===== config.mk =====
export PLATFORM = sky130hd
export DESIGN_NAME = mac_layer_sequencer_flat
export DESIGN_NICKNAME = d
export VERILOG_FILES = /design/src/rtl/mac_layer_sequencer_if.sv /design/src/rtl/mac_layer_sequencer.sv /design/src/flat_wrapper.sv
export SDC_FILE = /design/constraint.sdc
export NUM_CORES = 1
export LEC_CHECK = 0
export ABC_AREA = 1
export BUFFER_PORTS_ARGS = -buffer_cell sky130_fd_sc_hd__buf_2
export CORE_ASPECT_RATIO = 0.75
export CORE_UTILIZATION = 44
export CTS_CLUSTER_DIAMETER = 200
export CTS_CLUSTER_SIZE = 16
export DETAILED_ROUTE_END_ITERATION = 12
export PLACE_DENSITY = 0.82
export SLEW_MARGIN = 30
export SYNTH_ARGS = -nofsm -noshare
export SYNTH_HDL_FRONTEND = slang
export SYNTH_SLANG_ARGS = --single-unit

===== constraint.sdc =====
create_clock -name clk -period 1.7 [get_ports clk]
set_input_delay 0.34 -clock clk [delete_from_list [all_inputs] [get_ports clk]]
set_output_delay 0.34 -clock clk [all_outputs]
set_load 0.005 [all_outputs]

===== src/rtl/mac_layer_sequencer_if.sv =====
// Stream and datapath bundle for mac_layer_sequencer.
//   cmd_*    : job command stream from the host (count of activations)
//   in_*     : activation stream from the host/DMA
//   a_in, start_valid_pipeline, start_layering, clear_all : drive top_system
//   valid_pipeline_busy, layering_busy, valid_out, acc_out_2/3 : from top_system
//   res_*    : result beat {acc_out_3, acc_out_2} back to the host
//   busy, err, err_code : status
// master = the sequencer, slave = the surrounding host/datapath.
interface mac_layer_sequencer_if #(
    parameter int ACC_W  = 16,
    parameter int N_MACS = 4,
    parameter int CNT_W  = 4
);
    logic                    cmd_valid;
    logic                    cmd_ready;
    logic [CNT_W-1:0]        cmd_count;
    logic                    in_valid;
    logic                    in_ready;
    logic signed [ACC_W-1:0] in_data;
    logic signed [ACC_W-1:0] a_in;
    logic                    start_valid_pipeline;
    logic                    start_layering;
    logic                    clear_all;
    logic                    valid_pipeline_busy;
    logic                    layering_busy;
    logic [N_MACS-1:0]       valid_out;
    logic signed [ACC_W-1:0] acc_out_2;
    logic signed [ACC_W-1:0] acc_out_3;
    logic                    res_valid;
    logic                    res_ready;
    logic [2*ACC_W-1:0]      res_data;
    logic                    busy;
    logic                    err;
    logic [1:0]              err_code;

    modport master (
        input  cmd_valid, cmd_count, in_valid, in_data, valid_pipeline_busy,
               layering_busy, valid_out, acc_out_2, acc_out_3, res_ready,
        output cmd_ready, in_ready, a_in, start_valid_pipeline, start_layering,
               clear_all, res_valid, res_data, busy, err, err_code
    );

    modport slave (
        output cmd_valid, cmd_count, in_valid, in_data, valid_pipeline_busy,
               layering_busy, valid_out, acc_out_2, acc_out_3, res_ready,
        input  cmd_ready, in_ready, a_in, start_valid_pipeline, start_layering,
               clear_all, res_valid, res_data, busy, err, err_code
    );
endinterface


===== src/rtl/mac_layer_sequencer.sv =====
// Job-level controller for the 4-MAC top_system datapath. Accepts a job of
// N activations, fires the valid pipeline once per activation, then starts
// layering and returns {acc_out_3, acc_out_2} as a single result beat.
// Ports:
//   clk  : clock, rising edge
//   rst  : synchronous active-high reset
//   bus  : mac_layer_sequencer_if.master (command/activation/result streams,
//          datapath controls and status)
// All outputs are registered from the next-state values.
//
// state      | meaning
// -----------+-----------------------------------------------------------
// IDLE       | cmd_ready high, waiting for a job command
// CLEAR      | clear_all pulse to the datapath
// LOAD       | in_ready high, waiting for the next activation
// FIRE       | start_valid_pipeline pulse once the pipeline is not busy
// WAIT_PIPE  | waiting for a rise of valid_out[1]
// LAYER      | start_layering pulse once layering is not busy
// WAIT_LAYER | capturing acc_out_2/acc_out_3 on rises of valid_out[2]/[3]
// OUTPUT     | res_valid high until res_ready
module mac_layer_sequencer #(
    parameter int ACC_W   = 16,
    parameter int N_MACS  = 4,
    parameter int CNT_W   = 4,
    parameter int TIMEOUT = 64
) (
    input  logic                  clk,
    input  logic                  rst,
    mac_layer_sequencer_if.master bus
);
    localparam int WD_W = $clog2(TIMEOUT);

    typedef enum logic [2:0] {
        IDLE, CLEAR, LOAD, FIRE, WAIT_PIPE, LAYER, WAIT_LAYER, OUTPUT
    } state_t;

    state_t             state_q, state_d;
    logic [CNT_W-1:0]   rem_q, rem_d;
    logic [WD_W-1:0]    wd_q, wd_d;
    logic [N_MACS-1:0]  vo_q, rise;
    logic [ACC_W-1:0]   a_in_q, a_in_d;
    logic [2*ACC_W-1:0] res_data_q, res_data_d;
    logic               got2_q, got2_d, got3_q, got3_d;
    logic [1:0]         err_code_q, err_code_d;
    logic               svp_q, svp_d, sly_q, sly_d, clr_q, clr_d;
    logic               err_q, err_d, res_valid_q, res_valid_d;
    logic               cmd_ready_q, in_ready_q, busy_q;
    logic               unused_rise;

    function automatic logic watched(state_t s);
        return (s == FIRE) || (s == WAIT_PIPE) || (s == LAYER) || (s == WAIT_LAYER);
    endfunction

    assign rise        = bus.valid_out & ~vo_q;
    assign unused_rise = ^{rise[0], rise[N_MACS-1:3]};

    always_comb begin
        state_d     = state_q;
        rem_d       = rem_q;
        a_in_d      = a_in_q;
        res_data_d  = res_data_q;
        got2_d      = got2_q;
        got3_d      = got3_q;
        err_code_d  = err_code_q;
        svp_d       = 1'b0;
        sly_d       = 1'b0;
        clr_d       = 1'b0;
        err_d       = 1'b0;
        res_valid_d = 1'b0;
        wd_d        = '0;

        case (state_q)
            IDLE: begin
                if (bus.cmd_valid && cmd_ready_q) begin
                    if (bus.cmd_count == '0) begin
                        err_d      = 1'b1;
                        err_code_d = 2'b10;
                    end else begin
                        rem_d      = bus.cmd_count;
                        err_code_d = 2'b00;
                        state_d    = CLEAR;
                        clr_d      = 1'b1;
                    end
                end
            end
            CLEAR: state_d = LOAD;
            LOAD: begin
                if (bus.in_valid && in_ready_q) begin
                    a_in_d  = bus.in_data;
                    state_d = FIRE;
                    // Pulse is registered, so decide on busy at the handshake edge.
                    svp_d   = !bus.valid_pipeline_busy;
                end
            end
            FIRE: begin
                if (svp_q) state_d = WAIT_PIPE;
                else       svp_d   = !bus.valid_pipeline_busy;
            end
            WAIT_PIPE: begin
                if (rise[1]) begin
                    if (rem_q != '0) rem_d = rem_q - CNT_W'(1);
                    if (rem_q <= CNT_W'(1)) begin
                        state_d = LAYER;
                        sly_d   = !bus.layering_busy;
                    end else begin
                        state_d = LOAD;
                    end
                end
            end
            LAYER: begin
                if (sly_q) begin
                    state_d = WAIT_LAYER;
                    got2_d  = 1'b0;
                    got3_d  = 1'b0;
                end else begin
                    sly_d = !bus.layering_busy;
                end
            end
            WAIT_LAYER: begin
                if (rise[2]) begin
                    res_data_d[ACC_W-1:0] = bus.acc_out_2;
                    got2_d                = 1'b1;
                end
                if (rise[3]) begin
                    res_data_d[2*ACC_W-1:ACC_W] = bus.acc_out_3;
                    got3_d                      = 1'b1;
                end
                if (got2_d && got3_d) begin
                    state_d     = OUTPUT;
                    res_valid_d = 1'b1;
                end
            end
            OUTPUT: begin
                if (bus.res_ready) state_d     = IDLE;
                else               res_valid_d = 1'b1;
            end
            default: state_d = IDLE;
        endcase

        // wd_q counts cycles since entry; registered err lands as it reaches TIMEOUT-1.
        if (watched(state_q) && (wd_q == WD_W'(TIMEOUT - 2))) begin
            state_d     = IDLE;
            err_d       = 1'b1;
            err_code_d  = 2'b01;
            clr_d       = 1'b1;
            svp_d       = 1'b0;
            sly_d       = 1'b0;
            res_valid_d = 1'b0;
        end

        if (watched(state_d) && (state_d == state_q)) wd_d = wd_q + WD_W'(1);
    end

    always_ff @(posedge clk) begin
        if (rst) begin
            state_q     <= IDLE;
            rem_q       <= '0;
            wd_q        <= '0;
            vo_q        <= '0;
            a_in_q      <= '0;
            res_data_q  <= '0;
            got2_q      <= 1'b0;
            got3_q      <= 1'b0;
            err_code_q  <= 2'b00;
            svp_q       <= 1'b0;
            sly_q       <= 1'b0;
            clr_q       <= 1'b0;
            err_q       <= 1'b0;
            res_valid_q <= 1'b0;
            cmd_ready_q <= 1'b0;
            in_ready_q  <= 1'b0;
            busy_q      <= 1'b0;
        end else begin
            state_q     <= state_d;
            rem_q       <= rem_d;
            wd_q        <= wd_d;
            vo_q        <= bus.valid_out;
            a_in_q      <= a_in_d;
            res_data_q  <= res_data_d;
            got2_q      <= got2_d;
            got3_q      <= got3_d;
            err_code_q  <= err_code_d;
            svp_q       <= svp_d;
            sly_q       <= sly_d;
            clr_q       <= clr_d;
            err_q       <= err_d;
            res_valid_q <= res_valid_d;
            cmd_ready_q <= (state_d == IDLE);
            in_ready_q  <= (state_d == LOAD);
            busy_q      <= (state_d != IDLE);
        end
    end

    assign bus.cmd_ready            = cmd_ready_q;
    assign bus.in_ready             = in_ready_q;
    assign bus.a_in                 = a_in_q;
    assign bus.start_valid_pipeline = svp_q;
    assign bus.start_layering       = sly_q;
    assign bus.clear_all            = clr_q;
    assign bus.res_valid            = res_valid_q;
    assign bus.res_data             = res_data_q;
    assign bus.busy                 = busy_q;
    assign bus.err                  = err_q;
    assign bus.err_code             = err_code_q;
endmodule


===== src/flat_wrapper.sv =====
// flat-port wrapper written by rule: the top's interface ports become plain ports
module mac_layer_sequencer_flat 
#(
    parameter int ACC_W   = 16,
    parameter int N_MACS  = 4,
    parameter int CNT_W   = 4,
    parameter int TIMEOUT = 64
)
  (clk, rst, bus_cmd_valid, bus_cmd_count, bus_in_valid, bus_in_data, bus_valid_pipeline_busy, bus_layering_busy, bus_valid_out, bus_acc_out_2, bus_acc_out_3, bus_res_ready, bus_cmd_ready, bus_in_ready, bus_a_in, bus_start_valid_pipeline, bus_start_layering, bus_clear_all, bus_res_valid, bus_res_data, bus_busy, bus_err, bus_err_code);
  mac_layer_sequencer_if #(.ACC_W(ACC_W), .N_MACS(N_MACS), .CNT_W(CNT_W)) bus_i ();
  input  logic clk;
  input  logic rst;
  input wire logic [$bits(bus_i.cmd_valid)-1:0] bus_cmd_valid;
  input wire logic [$bits(bus_i.cmd_count)-1:0] bus_cmd_count;
  input wire logic [$bits(bus_i.in_valid)-1:0] bus_in_valid;
  input wire logic [$bits(bus_i.in_data)-1:0] bus_in_data;
  input wire logic [$bits(bus_i.valid_pipeline_busy)-1:0] bus_valid_pipeline_busy;
  input wire logic [$bits(bus_i.layering_busy)-1:0] bus_layering_busy;
  input wire logic [$bits(bus_i.valid_out)-1:0] bus_valid_out;
  input wire logic [$bits(bus_i.acc_out_2)-1:0] bus_acc_out_2;
  input wire logic [$bits(bus_i.acc_out_3)-1:0] bus_acc_out_3;
  input wire logic [$bits(bus_i.res_ready)-1:0] bus_res_ready;
  output wire logic [$bits(bus_i.cmd_ready)-1:0] bus_cmd_ready;
  output wire logic [$bits(bus_i.in_ready)-1:0] bus_in_ready;
  output wire logic [$bits(bus_i.a_in)-1:0] bus_a_in;
  output wire logic [$bits(bus_i.start_valid_pipeline)-1:0] bus_start_valid_pipeline;
  output wire logic [$bits(bus_i.start_layering)-1:0] bus_start_layering;
  output wire logic [$bits(bus_i.clear_all)-1:0] bus_clear_all;
  output wire logic [$bits(bus_i.res_valid)-1:0] bus_res_valid;
  output wire logic [$bits(bus_i.res_data)-1:0] bus_res_data;
  output wire logic [$bits(bus_i.busy)-1:0] bus_busy;
  output wire logic [$bits(bus_i.err)-1:0] bus_err;
  output wire logic [$bits(bus_i.err_code)-1:0] bus_err_code;
  assign bus_i.cmd_valid = bus_cmd_valid;
  assign bus_i.cmd_count = bus_cmd_count;
  assign bus_i.in_valid = bus_in_valid;
  assign bus_i.in_data = bus_in_data;
  assign bus_i.valid_pipeline_busy = bus_valid_pipeline_busy;
  assign bus_i.layering_busy = bus_layering_busy;
  assign bus_i.valid_out = bus_valid_out;
  assign bus_i.acc_out_2 = bus_acc_out_2;
  assign bus_i.acc_out_3 = bus_acc_out_3;
  assign bus_i.res_ready = bus_res_ready;
  assign bus_cmd_ready = bus_i.cmd_ready;
  assign bus_in_ready = bus_i.in_ready;
  assign bus_a_in = bus_i.a_in;
  assign bus_start_valid_pipeline = bus_i.start_valid_pipeline;
  assign bus_start_layering = bus_i.start_layering;
  assign bus_clear_all = bus_i.clear_all;
  assign bus_res_valid = bus_i.res_valid;
  assign bus_res_data = bus_i.res_data;
  assign bus_busy = bus_i.busy;
  assign bus_err = bus_i.err;
  assign bus_err_code = bus_i.err_code;
  mac_layer_sequencer #(.ACC_W(ACC_W), .N_MACS(N_MACS), .CNT_W(CNT_W), .TIMEOUT(TIMEOUT)) u_core (.clk(clk), .rst(rst), .bus(bus_i));
endmodule

== Word level (Yosys, flattened, before mapping) ==
Cells that the tools add are included.

* Input port bits: 63
* Register bits after elaboration: 77
* Output and inout port bits: 58
* Word-level logic and storage cells: 120

* Multiplexer cells: 45
* Eq/ne operators: 19
* Bitwise gates (word level): 3
* Reduce and logical (&&, ||, !) cells: 31
* Magnitude comparators: 1
* $add $sub $neg: 2

{| class="wikitable"
|+ Operators by type and width
! operator !! number
|-
| two-way mux 3 bit || 10
|-
| one-hot mux 3 bit (8 select lines) || 1
|-
| two-way mux 1 bit || 23
|-
| equality test 3 bit (second input constant) || 7
|-
| two-way mux 4 bit || 4
|-
| equality test 3 x 2 -> 1 bit (second input constant) || 4
|-
| AND reduction 2 bit || 6
|-
| one-hot mux 1 bit (2 select lines) || 5
|-
| inequality test 2 x 1 -> 1 bit (second input constant) || 4
|-
| one-hot mux 4 bit (2 select lines) || 1
|-
| nonzero test 2 bit || 4
|-
| adder 6 x 1 -> 6 bit (second input constant) || 1
|-
| equality test 6 bit (second input constant) || 1
|-
| zero test 3 bit || 2
|-
| logical OR 1 bit || 6
|-
| logical AND 1 bit || 5
|-
| AND reduction 5 bit || 1
|-
| AND 4 bit || 1
|-
| <= comparator 4 x 1 -> 1 bit (second input constant) || 1
|-
| zero test 4 bit || 1
|-
| inverter 4 bit || 1
|-
| nonzero test 4 bit || 1
|-
| OR reduction 2 bit || 2
|-
| subtractor 4 x 1 -> 4 bit (second input constant) || 1
|-
| other kinds (7) || 8
|}

== Logic depth before layout (Yosys ltp) ==
Gate-level depths: netlist (run 1).

* Depth in word-level cells: 15
* Gate-level depth with buffers: 14

== Least setup slack after synthesis (run 1) ==
Ideal clock, no wire load.

* Path kind: reg-to-reg
* From: register u_core.rem_q[0]
* To: register u_core.wd_q[5]
* Cell stages (with the launch flop): 13
* Setup slack: 0.004 ns
* Arrival time: 1.579 ns
* Buffers on the path: 0
* Path through: dfxtp_1 inv_1 ha_1 o21ai_0 nand2_1 o21ai_0 nand2_1 nand2_1 inv_1 nand3_1 nand2_2 nand2_4 nor2_2

* Word-level cells in the longest chain between the ends: 12
* Elaborated cells on any way between the ends: 16

{| class="wikitable"
|+ Ends and longest elaborated chain
! element !! RTL line !! RTL
|-
| from (decl) || mac_layer_sequencer.sv:38 || <nowiki>logic [CNT_W-1:0] rem_q, rem_d;</nowiki>
|-
| from (signal assigned) || mac_layer_sequencer.sv:175 || <nowiki>rem_q <= rem_d;</nowiki>
|-
| <= comparator 4 x 1 -> 1 bit * || mac_layer_sequencer.sv:102 || <nowiki>if (rem_q <= CNT_W'(1)) begin</nowiki>
|-
| two-way mux 3 bit * || mac_layer_sequencer.sv:102 ||
|-
| two-way mux 3 bit * || mac_layer_sequencer.sv:100 || <nowiki>if (rise[1]) begin</nowiki>
|-
| one-hot mux 3 bit (8 select lines) * || mac_layer_sequencer.sv:72 || <nowiki>case (state_q)</nowiki>
|-
| two-way mux 3 bit * || mac_layer_sequencer.sv:141 || <nowiki>if (watched(state_q) && (wd_q == WD_W'(TIMEOUT - 2))) begin</nowiki>
|-
| equality test 3 x 2 -> 1 bit / equality test 3 bit (equally long branches) || mac_layer_sequencer.sv:51 || <nowiki>return (s == FIRE) || (s == WAIT_PIPE) || (s == LAYER) || (s == WAIT_LAYER);</nowiki>
|-
| logical OR 1 bit (3 in a row) || mac_layer_sequencer.sv:51 ||
|-
| logical AND 1 bit * || mac_layer_sequencer.sv:151 || <nowiki>if (watched(state_d) && (state_d == state_q)) wd_d = wd_q + WD_W'(1);</nowiki>
|-
| inverter 1 bit (no line) * || -- ||
|-
| OR reduction 2 bit (no line) * || -- ||
|-
| to (signal assigned) || mac_layer_sequencer.sv:176 || <nowiki>wd_q <= wd_d;</nowiki>
|-
| to (decl) || mac_layer_sequencer.sv:39 || <nowiki>logic [WD_W-1:0] wd_q, wd_d;</nowiki>
|}

Mark *: on every way between the ends. The rest lies on a longest branch, timed or not.
A chain may end at the register's enable or synchronous reset.

== Final worst setup path (run 1) ==
* From: register u_core.rem_q[0]
* To: register u_core.wd_q[0]

Same word-level chain as after synthesis.

==> results of run 1 <==
==> layout by cell type, fill, tap and decap left out, drive strengths merged, types with 2 or more instances in the layout <==
master	netlist	final
buf	3	142
nor3	2	2
a31oi	3	3
dfxtp	76	76
xnor2	3	3
clkbuf	11	10
clkinvlp	0	2
nand3	13	13
bufinv	0	2
nor2	130	130
xor2	3	3
ha	4	4
inv	31	31
nand2	50	50
o21ai	59	59
a21oi	8	8
clkinv	1	3
==> area by class of cell <==
cell class | instances | area [µm²] | area share [%]
flip-flops and latches | 76 | 1530 | 36.31
multi-input cells | 281 | 1446 | 34.32
repair buffers | 142 | 793.3 | 18.82
clock buffers | 10 | 127.6 | 3.028
inverters | 32 | 122.6 | 2.910
well taps | 84 | 105.1 | 2.494
clock inverters | 6 | 88.84 | 2.108
==> final timing paths <==
kind / from / endpoint / depth (start not counted)
max: u_core.rem_q[0]$_SDFFE_PP0P_ / u_core.wd_q[0]$_SDFF_PP0_ / 14
min: bus_layering_busy / u_core.bus.start_layering$_SDFF_PP0_ / 2
max reg2reg: u_core.rem_q[0]$_SDFFE_PP0P_ / u_core.wd_q[0]$_SDFF_PP0_ / 14
min reg2reg: u_core.bus.err_code[1]$_SDFFE_PP0P_ / u_core.bus.err_code[1]$_SDFFE_PP0P_ / 2
==> through the flow <==
step,area (µm²),instances,setup TNS (ps)
floorplan,3089,403,0
global placement,3919,614,-168.4
detailed placement,3919,614,-905.5
CTS,4141,630,0
global route,4214,631,-170.9
finish,4214,631,0
==> power breakdown <==
part / internal (mW) / total (mW) / switching (mW)
logic: 0.170 / 0.348 / 0.177
clock network: 0.827 / 1.49 / 0.667
registers: 1.81 / 1.82 / 0.0186
total: 2.80 / 3.67 / 0.863
==> worst max-delay path: cells and delay by family (launching register included) <==
| kind | cells | cell delay, ps |
|---|---|---|
| fa+ha+maj | 1 | 160 |
| simple gates | 10 | 720 |
| buf+inv | 2 | 120 |
| compound gates | 1 | 160 |
| flops | 1 | 360 |
==> sequential cells by signal, summed over array words and instances, names as in the netlist, 2 cells and up <==
| register | count |
|---|---|
| u_core.vo_q | 3 |
| u_core.bus.a_in | 16 |
| u_core.wd_q | 6 |
| u_core.state_q | 3 |
| u_core.bus.res_data | 32 |
| u_core.rem_q | 4 |
| u_core.bus.err_code | 2 |
==> cell families (layout without fill, tap and decap cells) <==
family	Yosys count	in the layout	share of synthesized area [%]
simple gates	198	198	29.20
buf+inv	46	190	5.954
fa+ha+maj	4	4	1.620
xor+xnor	6	6	1.701
flops	76	76	49.25
compound gates	73	73	12.27
==> routing by layer <==
layer,vias to the layer above,part of all wire [%],GRT usage (%)
met5,-,0,0
li1,1551,-,-
met2,101,47,37.61
met3,13,7.2,7.331
met1,1363,45,24.52
met4,0,1.6,6.799
==> what timing repair did <==
| item | in CTS | in global routing |
|---|---|---|
| setup buffers | 0 | 1 |
| hold buffers | 0 | 0 |
| pin swaps | 0 | 9 |
| endpoints found under the setup margin | 9 | 13 |
| resized for setup | 4 | 21 |
==> flow_summary_export.csv, run 1 <==
group,metric,value,unit
status,status,"finished, final reports clean",
die,num_io_pins,121,
setup_path,critPathCaptureType,"flip-flop",
setup_path,r2r_slack,70,ps
sta,worst_pin_slew,294.9,ps
sta,hold_viol,0,
logic_synthesis,synthArstFlopShare,0,%
routing,vias_per_cell,4.799,
run,cap_violations,0,
placement,dpl.hpwl,5.555,mm
sta,hold_slack,164.2,ps
logic_synthesis,synth.distinct_cells,32,
setup_path,crit_path_top_delay_cell,"dfxtp_2",
setup_path,cp_data_required_time,1940,ps
routing,drtPass1Iterations,4,
clock_network,cts_buffer_depth,2,
routing,wire_per_inst,12.13,µm
grt,grt_usage,21.21,%
placement,dp_slack,-140.3,ps
grt,grt_pass1_wl,12.25,mm
sta,worst_slack,69.64,ps
routing,vias,3028,
logic_synthesis,synthFlopType,"dfxtp_1",
setup_path,crit_chain,"inv_2 -> ha_4 -> o21ai_4 -> nand2_1 -> nand2_1 -> nand2_1 -> nand2_2 -> nand2_4 -> inv_4 -> nand2_2 -> nand3_1 -> nand2_2 -> nand2_4 -> nor2_2",
pwr,ir_worst_vdd,0.0005733,V
logic_synthesis,syn_area,0.003089,mm²
die,start_util,45.44,%
sta,finalCriticalPeriod,1630,ps
logic_synthesis,synth_top_area_share,49.25,%
logic_synthesis,ys_warn_count,0,
routing,antenna_left,0,
clock_network,cts_tree,"done",
clock_network,htreeDepth,3,
finish,fin_nets,609,
logic_synthesis,synth-edff-count,0,
die,coreArea,0.006799,mm²
clock_network,cts.sinks,76,
grt,gr-total-overflow,0,
logic_synthesis,synth_nets,470,
logic_synthesis,ys_seq_area_share,49.25,%
logic_synthesis,synth-seq-cells,76,
die,die_w,98.76,µm
sta,finalMaxSlewViolations,0,
placement,io_buffers,119,
sta,fin_crit_sh,95.90,%
sta,relSlewSlack,79.83,%
grt,antenna_found_initial,0,
clock_network,root_buffer,"clkbuf_8",
setup_path,slowest_delay,360,ps
sta,max_freq,613.4,MHz
setup_path,path_max_fanout,6,
grt,grt_pass1_vias,2846,
setup_path,startpoint_type,"flip-flop",
finish,finish.utilization,61.98,%
die,die_y,74.57,µm
sta,setup_viol,0,
die,fp-row-count,26,
grt,grt_max_degree,53,
sta,rsz0062_at_grt,"true",
pwr,p_per_area,869.8,mW/mm²
clock_network,clk_pin_slew_worst_paths,80,ps
logic_synthesis,netlist_top_cells_area,"dfxtp_1 (49%), nor2_1 (14%), o21ai_0 (9.4%), nand2_1 (4.5%), inv_1 (2.9%)",
clock_network,worstSkewPairLatency,340,ps
placement,place_congestion,0.8726,
die,die-area,0.007364,mm²
pwr,power,3.665,mW
finish,n_antenna_cell,0,
finish,syn2layout_area_growth,36.41,%
routing,drt-total-wl,7.656,mm
routing,drc,0,
clock_network,cts_buffers,9,
pwr,leakage,2.124,nW
setup_path,crit_type,"flip-flop to flip-flop",
logic_synthesis,synthTopCellsByCount,"nor2_1 (114), dfxtp_1 (76), o21ai_0 (58), nand2_1 (37), inv_1 (24)",
logic_synthesis,synthMostInstantiatedCell,"nor2_1",
finish,fill_cells,619,
routing,drt_iter0_markers,136,
finish,layout-drive-gt1-share,39.31,%
setup_path,critical_path_arrival,1870,ps
logic_synthesis,syn_area_per_cell,7.666,µm²
logic_synthesis,synthCells,403,
logic_synthesis,synth_top_cell_by_area,"dfxtp_1",
sta,finalClockSkew,9.902,ps
worst_hold_path,holdCritPathClass,"input pin to flip-flop",
No activity file was read; power rests on OpenSTA's default activity.
==> run 2, diff against run 1 <==
- MAX_ROUTING_LAYER: default -> met4
==> run 2 against run 1 <==
Power barely moved. Count of clock-buffer cells in the layout did not move. Combinational power hardly changed. Critical path depth did not move. Die area is the same. Non-clock buffer count stayed put. Worst hold slack got worse by 1.2 ps. Via count grew 0.53%. Largest power group unchanged. Highest routed layer unchanged.
==> flow_summary_export.csv, run 2 (synthesis results as in run 1) <==
group,metric,value,unit
sta,rsz0062_at_grt,"true",
placement,dp_slack,-140.3,ps
finish,layout-drive-gt1-share,39.31,%
grt,antenna_found_initial,0,
sta,finalMaxSlewViolations,0,
die,die-area,0.007364,mm²
finish,largest_register_ffs,32,
routing,highest_layer,"met4",
die,coreArea,0.006799,mm²
setup_path,crit_chain,"inv_2 -> ha_4 -> o21ai_4 -> nand2_1 -> nand2_1 -> nand2_1 -> nand2_2 -> nand2_4 -> inv_4 -> nand2_2 -> nand3_1 -> nand2_2 -> nand2_4 -> nor2_2",
finish,stdcell_area,0.004214,mm²
pwr,ir_worst_vdd,0.0005744,V
routing,met3WireLength,474,µm
grt,grt_max_degree,53,
die,die_w,98.76,µm
setup_path,crit_type,"flip-flop to flip-flop",
pwr,leakage,2.124,nW
routing,wl_met2,3.586,mm
finish,stdcell_count,631,
clock_network,root_buffer,"clkbuf_8",
pwr,power,3.666,mW
setup_path,critPathCaptureType,"flip-flop",
clock_network,cts.sinks,76,
die,fp-row-count,26,
placement,placed_cell_area,0.003919,mm²
routing,wire_per_inst,12.17,µm
sta,worst_pin_slew,294.9,ps
finish,syn2layout_area_growth,36.41,%
die,num_io_pins,121,
clock_network,htreeDepth,3,
setup_path,startpoint_type,"flip-flop",
placement,place_congestion,0.8869,
clock_network,cts_tree,"done",
sta,finalSetupTns,0,ps
clock_network,cts_buffers,9,
grt,gr-total-overflow,0,
run,cap_violations,0,
routing,antenna_left,0,
routing,drt_iter0_markers,153,
grt,grt_usage,21.92,%
setup_path,critical_path_arrival,1870,ps
setup_path,crit_path_top_delay_cell,"dfxtp_2",
routing,drtPass1Iterations,4,
routing,vias_per_cell,4.824,
finish,layout.area.seq,0.001530,mm²
sta,hold_slack,162.9,ps
routing,drt-met1-wl,3.494,mm
sta,relSlewSlack,79.83,%
sta,worst_slack,67.66,ps
sta,max_freq,612.6,MHz
pwr,switching_share,23.55,%
finish,fin_nets,609,
die,start_util,45.44,%
finish,final_common_cell,"buf_2",
sta,hold_viol,0,
setup_path,path_max_fanout,6,
setup_path,slowest_delay,360,ps
sta,setup_viol,0,
pwr,p_per_area,870.0,mW/mm²
sta,fin_crit_sh,96.02,%
clock_network,worstSkewPairLatency,350,ps
routing,drt-total-wl,7.678,mm
placement,dpl.hpwl,5.555,mm
pwr,clkPwrFrac,40.8,%
placement,dp.cells,614,
clock_network,clk_pin_slew_worst_paths,80,ps
pwr,pwr-share-seq,49.8,%
finish,fill_cells,619,
finish,n_antenna_cell,0,
routing,vias,3044,
sta,finalClockSkew,10.30,ps
pwr,switching_power,0.8635,mW
placement,io_buffers,119,
pwr,p_int,2.803,mW
sta,finalCriticalPeriod,1632,ps
die,die_y,74.57,µm
worst_hold_path,holdCritPathClass,"input pin to flip-flop",
pwr,p_comb_share,9.5,%
grt,grt_pass1_wl,12.25,mm
status,status,"finished, final reports clean",
finish,finish.utilization,61.98,%
setup_path,cp_data_required_time,1940,ps
clock_network,cts_buffer_depth,2,
grt,grt_pass1_vias,2846,
routing,drc,0,
finish,multi_input_area,0.001446,mm²
finish,final_cell_mix,"buf_2 (119), nor2_1 (112), dfxtp_1 (71), o21ai_0 (56), nand2_1 (33)",
## run 2: cell counts in the layout (fill, tap and decap cells not counted)
No cell type changed its count.
## run 2: per-layer routing
layer	GRT usage [%]	vias to the layer above
li1	-	1551
met2	37.61	103
met1	25.10	1377
met3	6.391	13
met4	6.799	0
met5	-	-
## run 2: layout make-up
cell class / instances / share of cell area, %
Inverter: 32 / 2.910
Sequential cell: 76 / 36.31
Tap cell: 84 / 2.494
Timing Repair Buffer: 142 / 18.82
Clock inverter: 6 / 2.108
Clock buffer: 10 / 3.028
Multi-Input combinational cell: 281 / 34.32
## run 2: power by group through the flow
| stage | combinational (mW) | sequential (mW) | clock (mW) |
|---|---|---|---|
| final | 0.348 | 1.82 | 1.49 |
| after global routing | 0.380 | 1.83 | 1.61 |
| after CTS | 0.314 | 1.82 | 1.53 |
| after detailed placement | 0.307 | 1.86 | 0 |
| after global placement | 0.295 | 1.86 | 0 |
| after floorplan | 0.159 | 1.86 | 0 |
## run 2: path summary, 6_finish.rpt
path	cells past startpoint	start	to	slack [ps]
worst max-delay path	14	u_core.rem_q[0]$_SDFFE_PP0P_	u_core.wd_q[2]$_SDFF_PP0_	70
worst min register to register	2	u_core.bus.err_code[1]$_SDFFE_PP0P_	u_core.bus.err_code[1]$_SDFFE_PP0P_	470
worst min-delay path	2	bus_layering_busy	u_core.bus.start_layering$_SDFF_PP0_	160
worst max register to register	14	u_core.rem_q[0]$_SDFFE_PP0P_	u_core.wd_q[2]$_SDFF_PP0_	70
## run 2: timing repair
action / in CTS / in global routing
endpoints found under the setup margin: 9 / 13
hold buffers: 0 / 0
pin swaps: 0 / 9
resized for setup: 4 / 21
buffers inserted: 0 / 1
## run 2: worst max-delay path, delay by kind of cell, from the launching register on
| kind | cells | cell delay (ps) |
|---|---|---|
| adder cells (fa/ha/maj) | 1 | 160 |
| AO/OA/AOI/OAI | 1 | 160 |
| flip-flops | 1 | 360 |
| AND/OR/NAND/NOR | 10 | 720 |
| buffers and inverters | 2 | 120 |
==> run 3, diff against run 2 <==
==> constraint.sdc (replaced) <==
create_clock -name clk -period 1.7 [get_ports clk]
set_input_delay 0.085 -clock clk [delete_from_list [all_inputs] [get_ports clk]]
set_output_delay 0.085 -clock clk [all_outputs]
set_load 0.005 [all_outputs]
==> run 3 against run 2 <==
Via count is 8.1% higher. Combinational power increased by 23%. Cell count rose by 6.8%. Sequential cell count unchanged. Utilization is 6.5 points higher. Wire length up 9.7%. Final area rose by 10%. Register-to-register slack about the same.
==> flow_summary_export.csv, run 3 (synthesis results as in run 1) <==
group,metric,value,unit
status,status,"finished, final reports clean",
finish,n_antenna_cell,0,
routing,vias,3290,
grt,grt_pass1_vias,3086,
worst_hold_path,holdCritPathClass,"input pin to flip-flop",
clock_network,clk_pin_slew_worst_paths,80,ps
finish,largest_register_ffs,32,
sta,hold_viol,0,
grt,grt_usage,24.40,%
placement,dp.cells,609,
pwr,ir_worst_vdd,0.0005491,V
grt,gr-total-overflow,0,
die,start_util,45.44,%
finish,syn2layout_area_growth,50.63,%
finish,layout.area.seq,0.001534,mm²
finish,layout-drive-gt1-share,36.78,%
sta,worst_pin_slew,342.7,ps
run,cap_violations,0,
placement,place_congestion,0.9311,
routing,drt_iter0_markers,153,
finish,final_cell_mix,"buf_2 (119), nor2_1 (108), dfxtp_1 (70), o21ai_0 (57), dlygate4sd3_1 (44)",
routing,vias_per_cell,4.881,
placement,dpl.hpwl,5.587,mm
routing,antenna_left,0,
finish,final_common_cell,"buf_2",
clock_network,cts_buffer_depth,2,
setup_path,cp_data_required_time,1980,ps
clock_network,cts.sinks,76,
routing,wire_per_inst,12.50,µm
die,coreArea,0.006799,mm²
clock_network,cts_buffers,9,
sta,finalMaxSlewViolations,0,
pwr,p_comb_share,11.3,%
setup_path,startpoint_type,"flip-flop",
grt,grt_max_degree,31,
clock_network,cts_tree,"done",
clock_network,root_buffer,"clkbuf_8",
routing,drt-total-wl,8.426,mm
finish,fill_cells,533,
finish,fin_nets,652,
pwr,switching_share,22.21,%
clock_network,htreeDepth,3,
sta,finalCriticalPeriod,1646,ps
placement,io_buffers,119,
die,fp-row-count,26,
die,die_w,98.76,µm
die,die-area,0.007364,mm²
sta,relSlewSlack,76.57,%
sta,max_freq,607.7,MHz
sta,setup_viol,0,
pwr,pwr-share-seq,48.1,%
pwr,p_int,2.952,mW
sta,finalClockSkew,10.24,ps
sta,rsz0062_at_grt,"true",
die,die_y,74.57,µm
pwr,clkPwrFrac,40.6,%
grt,antenna_found_initial,0,
routing,drtPass1Iterations,4,
setup_path,critPathCaptureType,"flip-flop",
setup_path,crit_type,"flip-flop to flip-flop",
routing,drc,0,
sta,hold_slack,13.37,ps
pwr,leakage,2.313,nW
pwr,power,3.794,mW
finish,multi_input_area,0.001450,mm²
setup_path,path_max_fanout,6,
die,num_io_pins,121,
finish,stdcell_count,674,
sta,fin_crit_sh,96.80,%
pwr,p_per_area,815.4,mW/mm²
clock_network,worstSkewPairLatency,340,ps
setup_path,critical_path_arrival,1920,ps
grt,grt_pass1_wl,13.57,mm
pwr,switching_power,0.8425,mW
[run 3: changes by cell type in the layout (fill, tap and decap cells not counted), moves of 2 or more]
| cell | before | now |
|---|---|---|
| dlygate4sd3_1 | 0 | 44 |
| nor2_2 | 14 | 17 |
| nor2_1 | 112 | 108 |
| clkinvlp_4 | 2 | 0 |
| clkbuf_8 | 9 | 11 |
[run 3: through the flow]
stage	util, %	instance area (µm²)	setup WS, ps	TNS (ps)
floorplan	-	3089	3.997	0
finish	68.44	4653	54.36	0
global route	68.44	4653	-49.44	-166.0
detailed placement	56.90	3869	-129.8	-838.6
global placement	56.90	3869	-6.819	-35.59
CTS	66.67	4533	3.231	0
[run 3: power groups by stage]
stage	logic, mW	clock network [mW]	registers [mW]
2_1_floorplan	0.159	0	1.86
3_3_place_gp	0.287	0	1.86
3_5_place_dp	0.296	0	1.86
4_1_cts	0.379	1.58	1.82
5_1_grt	0.467	1.68	1.83
6_report	0.428	1.54	1.82
[run 3: path summary, 6_finish.rpt]
| path | cells after the start | end | startpoint | slack, ps |
|---|---|---|---|---|
| worst max-delay path | 13 | u_core.wd_q[4]$_SDFF_PP0_ | u_core.rem_q[0]$_SDFFE_PP0P_ | 50 |
| worst min-delay path | 3 | u_core.bus.a_in[11]$_SDFFE_PP0P_ | bus_in_data[11] | 10 |
| worst max register to register | 13 | u_core.wd_q[4]$_SDFF_PP0_ | u_core.rem_q[0]$_SDFFE_PP0P_ | 50 |
| worst min register to register | 1 | u_core.wd_q[0]$_SDFF_PP0_ | u_core.wd_q[0]$_SDFF_PP0_ | 440 |
[run 3: cell type report]
type	instances	share of cell area (%)
Clock buffer	13	3.415
Clock inverter	3	1.479
Inverter	32	2.635
Multi-Input combinational cell	281	31.16
Sequential cell	76	32.97
Tap cell	84	2.259
Timing Repair Buffer	185	26.08
[run 3: critical path, cell delays in order, from the launching register on]
cell     delay [ps]
dfxtp_2         360
inv_2            60
ha_4            170
o21ai_4         170
nand2_2          60
nand2_1          60
nand2_1          60
nand2_2          90
nand2_4          70
nand2_2          60
nand3_2          90
nor2_4          130
nand2_4         100
nor2_2          100
[run 3: what timing repair did]
action	in CTS	in global routing
setup buffers	0	5
pin swaps	0	13
setup endpoints to repair	9	18
hold endpoints to repair	43	1
resized for setup	4	25
hold buffers	43	1
[run 3: per-layer routing]
layer / global-route usage [%] / wire length, µm / up-vias
met1: 27.64 / 3611 / 1509
met5: - / 0 / -
met3: 7.331 / 549 / 14
met4: 9.121 / 140 / 0
met2: 41.34 / 4125 / 123
li1: - / - / 1644
